### config.mk
export PLATFORM = sky130hd
export DESIGN_NAME = text_vram_arbiter
export DESIGN_NICKNAME = d
export VERILOG_FILES = /design/src/rtl/text_vram_arbiter.sv
export SDC_FILE = /design/constraint.sdc
export NUM_CORES = 1
export LEC_CHECK = 0
export ABC_CLOCK_PERIOD_IN_PS = 1800
export BUFFER_PORTS_ARGS = -buffer_cell sky130_fd_sc_hd__buf_4
export CAP_MARGIN = 20
export CORE_MARGIN = 10
export CORE_UTILIZATION = 45
export DETAILED_ROUTE_END_ITERATION = 10
export GPL_TIMING_DRIVEN = 0
export PLACE_DENSITY = 0.7
export SLEW_MARGIN = 15
export SYNTH_ARGS = -nofsm -noshare
export SYNTH_HDL_FRONTEND = slang
export SYNTH_SLANG_ARGS = --single-unit
### constraint.sdc
create_clock -name in_vga_clock -period 1.8 [get_ports in_vga_clock]
set_input_delay 0.18 -clock in_vga_clock [delete_from_list [all_inputs] [get_ports in_vga_clock]]
set_output_delay 0.18 -clock in_vga_clock [all_outputs]
set_load 0.02 [all_outputs]
### src/rtl/text_vram_arbiter.sv
// Purpose: shares the single-port text VRAM between video character fetches and a host port with posted writes.
// Latency: video data 3 cycles after request; host read data 3 cycles after its slot; host write reaches VRAM >= 2 cycles after acceptance.
// Backpressure: video never stalls; out_host_ready drops while the write FIFO is full or a host read is outstanding.
//
// Ports:
//   in_vga_clock / in_reset_n            clock, asynchronous active-low reset
//   in_vid_req, in_vid_address           video fetch request (one cycle per fetch)
//   out_vid_valid, out_vid_data          video fetch result, fixed 3-cycle latency
//   in_host_req/we/address/wdata         host request, accepted on req & ready
//   out_host_ready                       host may issue a request this cycle
//   out_host_rvalid, out_host_rdata      host read result
//   out_fifo_level                       posted writes still waiting for a slot
//   out_mem_address/wdata/we             registered VRAM port
//   in_mem_rdata                         VRAM read data, one cycle after the address
module text_vram_arbiter #(
    parameter int ADDR_WIDTH = 13,
    parameter int DATA_WIDTH = 16,
    parameter int FIFO_DEPTH = 4
) (
    input  logic                          in_vga_clock,
    input  logic                          in_reset_n,
    input  logic                          in_vid_req,
    input  logic [ADDR_WIDTH-1:0]         in_vid_address,
    output logic                          out_vid_valid,
    output logic [DATA_WIDTH-1:0]         out_vid_data,
    input  logic                          in_host_req,
    input  logic                          in_host_we,
    input  logic [ADDR_WIDTH-1:0]         in_host_address,
    input  logic [DATA_WIDTH-1:0]         in_host_wdata,
    output logic                          out_host_ready,
    output logic                          out_host_rvalid,
    output logic [DATA_WIDTH-1:0]         out_host_rdata,
    output logic [$clog2(FIFO_DEPTH):0]   out_fifo_level,
    output logic [ADDR_WIDTH-1:0]         out_mem_address,
    output logic [DATA_WIDTH-1:0]         out_mem_wdata,
    output logic                          out_mem_we,
    input  logic [DATA_WIDTH-1:0]         in_mem_rdata
);

    localparam int PTR_W = $clog2(FIFO_DEPTH);
    localparam int LVL_W = PTR_W + 1;

    typedef struct packed {
        logic [ADDR_WIDTH-1:0] addr;
        logic [DATA_WIDTH-1:0] data;
    } wr_entry_t;

    typedef enum logic [1:0] {
        ST_IDLE          = 2'd0,
        ST_READ_WAIT     = 2'd1,
        ST_READ_INFLIGHT = 2'd2
    } rd_state_t;

    // Posted-write FIFO storage and bookkeeping
    wr_entry_t            fifo_mem [FIFO_DEPTH];
    wr_entry_t            fifo_head;
    logic [PTR_W-1:0]     wr_ptr;
    logic [PTR_W-1:0]     rd_ptr;
    logic [LVL_W-1:0]     level;
    logic [LVL_W-1:0]     level_nxt;
    logic                 fifo_empty;
    logic                 push;
    logic                 pop;

    // Host read tracking
    rd_state_t            state;
    rd_state_t            state_nxt;
    logic [ADDR_WIDTH-1:0] rd_addr;
    logic                 rd_accept;

    // Slot decision and read-return pipeline
    logic                 issue_vid;
    logic                 issue_wr;
    logic                 issue_rd;
    logic                 vid_d1;
    logic                 vid_d2;
    logic                 rd_d1;
    logic                 rd_d2;
    logic                 ready_q;

    assign fifo_empty = (level == '0);
    assign fifo_head  = fifo_mem[rd_ptr];

    // Ready is registered from next-cycle state, so a pop in the same cycle
    // never reopens a full FIFO, and it stays low during reset.
    assign out_host_ready = ready_q;
    assign push      = in_host_req && ready_q && in_host_we;
    assign rd_accept = in_host_req && ready_q && !in_host_we;

    // Fixed priority: video, then posted writes, then the pending host read.
    // The read waits for an empty FIFO so it observes every earlier write.
    assign issue_vid = in_vid_req;
    assign issue_wr  = !in_vid_req && !fifo_empty;
    assign issue_rd  = !in_vid_req && fifo_empty && (state == ST_READ_WAIT);
    assign pop       = issue_wr;

    always_comb begin
        level_nxt = level;
        if (push && !pop) begin
            level_nxt = level + LVL_W'(1);
        end else if (pop && !push) begin
            level_nxt = level - LVL_W'(1);
        end
    end

    always_comb begin
        state_nxt = state;
        case (state)
            ST_IDLE:          if (rd_accept)       state_nxt = ST_READ_WAIT;
            ST_READ_WAIT:     if (issue_rd)        state_nxt = ST_READ_INFLIGHT;
            ST_READ_INFLIGHT: if (out_host_rvalid) state_nxt = ST_IDLE;
            default:                               state_nxt = ST_IDLE;
        endcase
    end

    always_ff @(posedge in_vga_clock or negedge in_reset_n) begin
        if (!in_reset_n) begin
            state   <= ST_IDLE;
            rd_addr <= '0;
            ready_q <= 1'b0;
            level   <= '0;
            wr_ptr  <= '0;
            rd_ptr  <= '0;
        end else begin
            state   <= state_nxt;
            ready_q <= (state_nxt == ST_IDLE) && (level_nxt != LVL_W'(FIFO_DEPTH));
            level   <= level_nxt;
            if (rd_accept) begin
                rd_addr <= in_host_address;
            end
            if (push) begin
                wr_ptr <= wr_ptr + PTR_W'(1);
            end
            if (pop) begin
                rd_ptr <= rd_ptr + PTR_W'(1);
            end
        end
    end

    // Storage needs no reset: the level counter alone says what is valid.
    always_ff @(posedge in_vga_clock) begin
        if (push) begin
            fifo_mem[wr_ptr] <= '{addr: in_host_address, data: in_host_wdata};
        end
    end

    // VRAM port: address holds on idle slots, write enable is a single-cycle pulse.
    always_ff @(posedge in_vga_clock or negedge in_reset_n) begin
        if (!in_reset_n) begin
            out_mem_address <= '0;
            out_mem_wdata   <= '0;
            out_mem_we      <= 1'b0;
        end else begin
            out_mem_we <= 1'b0;
            if (issue_vid) begin
                out_mem_address <= in_vid_address;
            end else if (issue_wr) begin
                out_mem_address <= fifo_head.addr;
                out_mem_wdata   <= fifo_head.data;
                out_mem_we      <= 1'b1;
            end else if (issue_rd) begin
                out_mem_address <= rd_addr;
            end
        end
    end

    // Return pipeline: address at slot+1, RAM data at slot+2, result at slot+3.
    always_ff @(posedge in_vga_clock or negedge in_reset_n) begin
        if (!in_reset_n) begin
            vid_d1          <= 1'b0;
            vid_d2          <= 1'b0;
            rd_d1           <= 1'b0;
            rd_d2           <= 1'b0;
            out_vid_valid   <= 1'b0;
            out_vid_data    <= '0;
            out_host_rvalid <= 1'b0;
            out_host_rdata  <= '0;
        end else begin
            vid_d1          <= issue_vid;
            vid_d2          <= vid_d1;
            rd_d1           <= issue_rd;
            rd_d2           <= rd_d1;
            out_vid_valid   <= vid_d2;
            out_host_rvalid <= rd_d2;
            if (vid_d2) begin
                out_vid_data <= in_mem_rdata;
            end
            if (rd_d2) begin
                out_host_rdata <= in_mem_rdata;
            end
        end
    end

    assign out_fifo_level = level;

endmodule

==> results.json <==
{
  "cts-htree-levels": 1,
  "synth_cell_type_count": 34,
  "timing.hold.ws_ps": 17.2,
  "timing.rr.end": "out_host_ready$_DFF_PN0_",
  "drv_cap": 0,
  "max_stage_delay_ps": 420,
  "power_density_mw_per_mm2": 1490,
  "yosys_warnings": 0,
  "hold_start": "in_vid_address[3]",
  "p_total_uw": 15800,
  "outcome": "finished clean",
  "die_area_sq_mm": 0.0232,
  "grt_pass1_vias": 5016,
  "yosysMostFrequentCell": "edfxtp_1",
  "cp-start-kind": "flop",
  "min_path_type": "primary input to flop",
  "grt_usage": 0.147,
  "reg2regPathDepth": 7,
  "end_kind": "flop",
  "min_period_ps": 1720,
  "grt-ovfl-total": 0,
  "wl_per_cell_um": 20.0,
  "slew_headroom": 0.585,
  "rr_startpoint": "out_fifo_level[0]$_DFF_PN0_",
  "cts_made_buffers": 22,
  "holdPathEnd": "out_mem_address[3]$_DFFE_PN0P_",
  "clkLatencyLatePin_ps": 500,
  "die_w_um": 152,
  "synth_edf_count": 116,
  "hold_depth": 3,
  "syn-mean-instance-area_sq_um": 19.2,
  "r2r_setup_slack_ps": 80,
  "drive_gt1_frac": 0.442,
  "crit_path_cell_trace": "inv_2 -> ha_4 -> ha_4 -> nor2_4 -> or4_4 -> o311ai_2 -> a22oi_1",
  "antenna_left": 0,
  "ys_top_cells_by_area": "edfxtp_1 44%, dfrtp_1 29%, mux2_2 8.3%",
  "vias": 4478,
  "path_clk_slew_ps": 60,
  "wl_mm": 17.5,
  "fin_area_sq_mm": 0.0106,
  "root_buffer": "clkbuf_16",
  "synth_area_sq_mm": 0.00789,
  "fmax_mhz": 580,
  "crit_type": "flop to flop",
  "synthTopCellsByCount": "116 x edfxtp_1, 91 x dfrtp_1, 58 x mux2_2",
  "drt-initial-drc-count": 191,
  "cpMaxStageDelayCell": "dfrtp_2",
  "synth_largest_area_cell": "edfxtp_1",
  "hpwlAfterDp_mm": 10.9,
  "finalSetupViolCount": 0,
  "nNetsFinal": 704,
  "synthToLayoutAreaGrowth_pct": 34.6,
  "grt_max_degree": 51,
  "syn_nets": 481,
  "hold_viol": 0,
  "grt-busiest-layer": "met2",
  "n_antenna_cell": 0,
  "fillerInstances": 1247,
  "place_congestion": 0.785,
  "use_met2": 0.238,
  "num_rows": 48,
  "initial_core_util": 0.458,
  "drcViolationCount": 0,
  "grt_pass1_wl_mm": 27.8,
  "synth_seq_cells": 207,
  "core-area_sq_mm": 0.0172,
  "syn_inst": 411,
  "irDropWorstVdd_uv": 887,
  "tightest_slew_ps": 622,
  "cts_sinks": 207,
  "synth_async_sr_flop_share": 0.440,
  "leakage_uw": 0.00422,
  "clockBufferDepth": 3,
  "yosysSeqAreaShare": 0.730,
  "port_buffers": 130,
  "synth_flop_cell": "edfxtp_1",
  "finalClockSkew_ps": 8.31,
  "place_area_sq_mm": 0.00921,
  "io-pin-count": 131,
  "cpMostUsedCell": "ha_4",
  "crit_required_ps": 2170,
  "use_met1": 0.194,
  "antenna_found_initial": 0,
  "cts_tree": "built",
  "fin_crit_sh": 0.958,
  "vias_per_cell": 5.12,
  "use_met3": 0.0404,
  "drv_slew": 0,
  "firstDrtPassIters": 4,
  "crit_fanout": 7,
  "synth_top_area_frac": 0.441,
  "rsz0062_at_grt": "no",
  "die_h_um": 152,
  "cp.arrival_ps": 2090
}
[registers in the layout, indices dropped and copies added, names as in the netlist, 2 cells and up]
signal and flops:
state 2, out_host_rdata 16, wr_ptr 2, rd_ptr 2, out_vid_data 16, fifo_mem 116, rd_addr 13, out_mem_wdata 16
out_fifo_level 3, out_mem_address 13
[worst max-delay path by stage]
stage	from	to	slack [ps]	depth (start not counted)
after global routing	out_fifo_level[0]$_DFF_PN0_	out_host_ready$_DFF_PN0_	6	8
final	out_fifo_level[0]$_DFF_PN0_	out_host_ready$_DFF_PN0_	80	7
after CTS	out_fifo_level[0]$_DFF_PN0_	out_mem_address[7]$_DFFE_PN0P_	8	6
after floorplan	out_fifo_level[0]$_DFF_PN0_	out_mem_wdata[10]$_DFFE_PN0P_	-6	7
after detailed placement	out_fifo_level[0]$_DFF_PN0_	out_host_ready$_DFF_PN0_	-220	8
after global placement	out_fifo_level[0]$_DFF_PN0_	out_mem_address[11]$_DFFE_PN0P_	-180	7
[per-stage QoR]
stage / instances / setup TNS (ps) / worst slack (ps) / utilization
after floorplan: 411 / -41.3 / -5.90 / -
after global placement: 766 / -11960 / -183 / 0.533
after detailed placement: 767 / -17200 / -223 / 0.534
after CTS: 870 / 0 / 8.41 / 0.611
after global routing: 875 / 0 / 5.86 / 0.616
final: 875 / 0 / 75.2 / 0.616
[cells in the final DEF, fill, tap and decap left out, drive strengths merged, types with 2 or more instances in the layout]
master	netlist	layout
a21oi	16	16
and2	4	4
buf	12	150
clkbuf	7	36
clkinv	0	10
clkinvlp	0	2
dfrtp	91	91
dlygate4sd3	0	59
edfxtp	116	116
ha	7	7
inv	6	6
mux2	61	61
mux2i	13	13
mux4	29	29
nand2	5	5
nand3	2	2
nand4	2	2
nor2	8	9
o21ai	3	3
o22ai	13	13
xnor2	5	5
[metal layers]
metal  routed length [um]  vias to the layer above
met2                 8210                      145
met4                  363                        0
li1                     -                     2057
met3                 1120                       26
met1                 7780                     2250
met5                    0                        -
[critical path: cells and delay by family, from the launching register on]
family / cells / cell delay [ps]
AND/OR/NAND/NOR: 2 / 500
flip-flops: 1 / 420
adder cells (fa/ha/maj): 2 / 350
AO/OA/AOI/OAI: 2 / 220
buffers and inverters: 1 / 100
[layout make-up]
cell class | count | area [sq um] | share of cell area
plain buffers | 18 | 128 | 0.0120
clock buffers | 28 | 583 | 0.0549
clock inverters | 12 | 81.3 | 0.00766
inverters | 6 | 22.5 | 0.00212
multi-input cells | 180 | 2070 | 0.195
flip-flops and latches | 207 | 5760 | 0.543
well taps | 225 | 282 | 0.0265
repair buffers | 199 | 1690 | 0.159
[power breakdown]
part	internal, uW	leakage, uW	switching, uW	total, uW
logic	2660	0.00176	2520	5180
clock network	2310	0.000322	1790	4110
registers	6010	0.00213	533	6540
[timing repair]
action                                 CTS  global route
hold buffers                            59             0
pin swaps                                5             3
endpoints found under the hold margin  215             0
gates resized for setup                 11            11
setup buffers                            5             3
setup endpoints to repair              143            23
cloned                                   0             2
[cell families (layout without fill, tap and decap cells)]
| kind of cell | Yosys count | in the layout | synth area share |
|---|---|---|---|
| AOI/OAI and AO/OA | 38 | 38 | 0.0284 |
| xor gates and xnor gates | 6 | 6 | 0.00666 |
| adders and majority gates | 7 | 7 | 0.0111 |
| buffers and inverters | 25 | 263 | 0.0162 |
| DFF | 207 | 207 | 0.730 |
| muxes | 103 | 103 | 0.191 |
| and+or+nand+nor | 25 | 26 | 0.0173 |
Power figures use the tool's default switching activity.
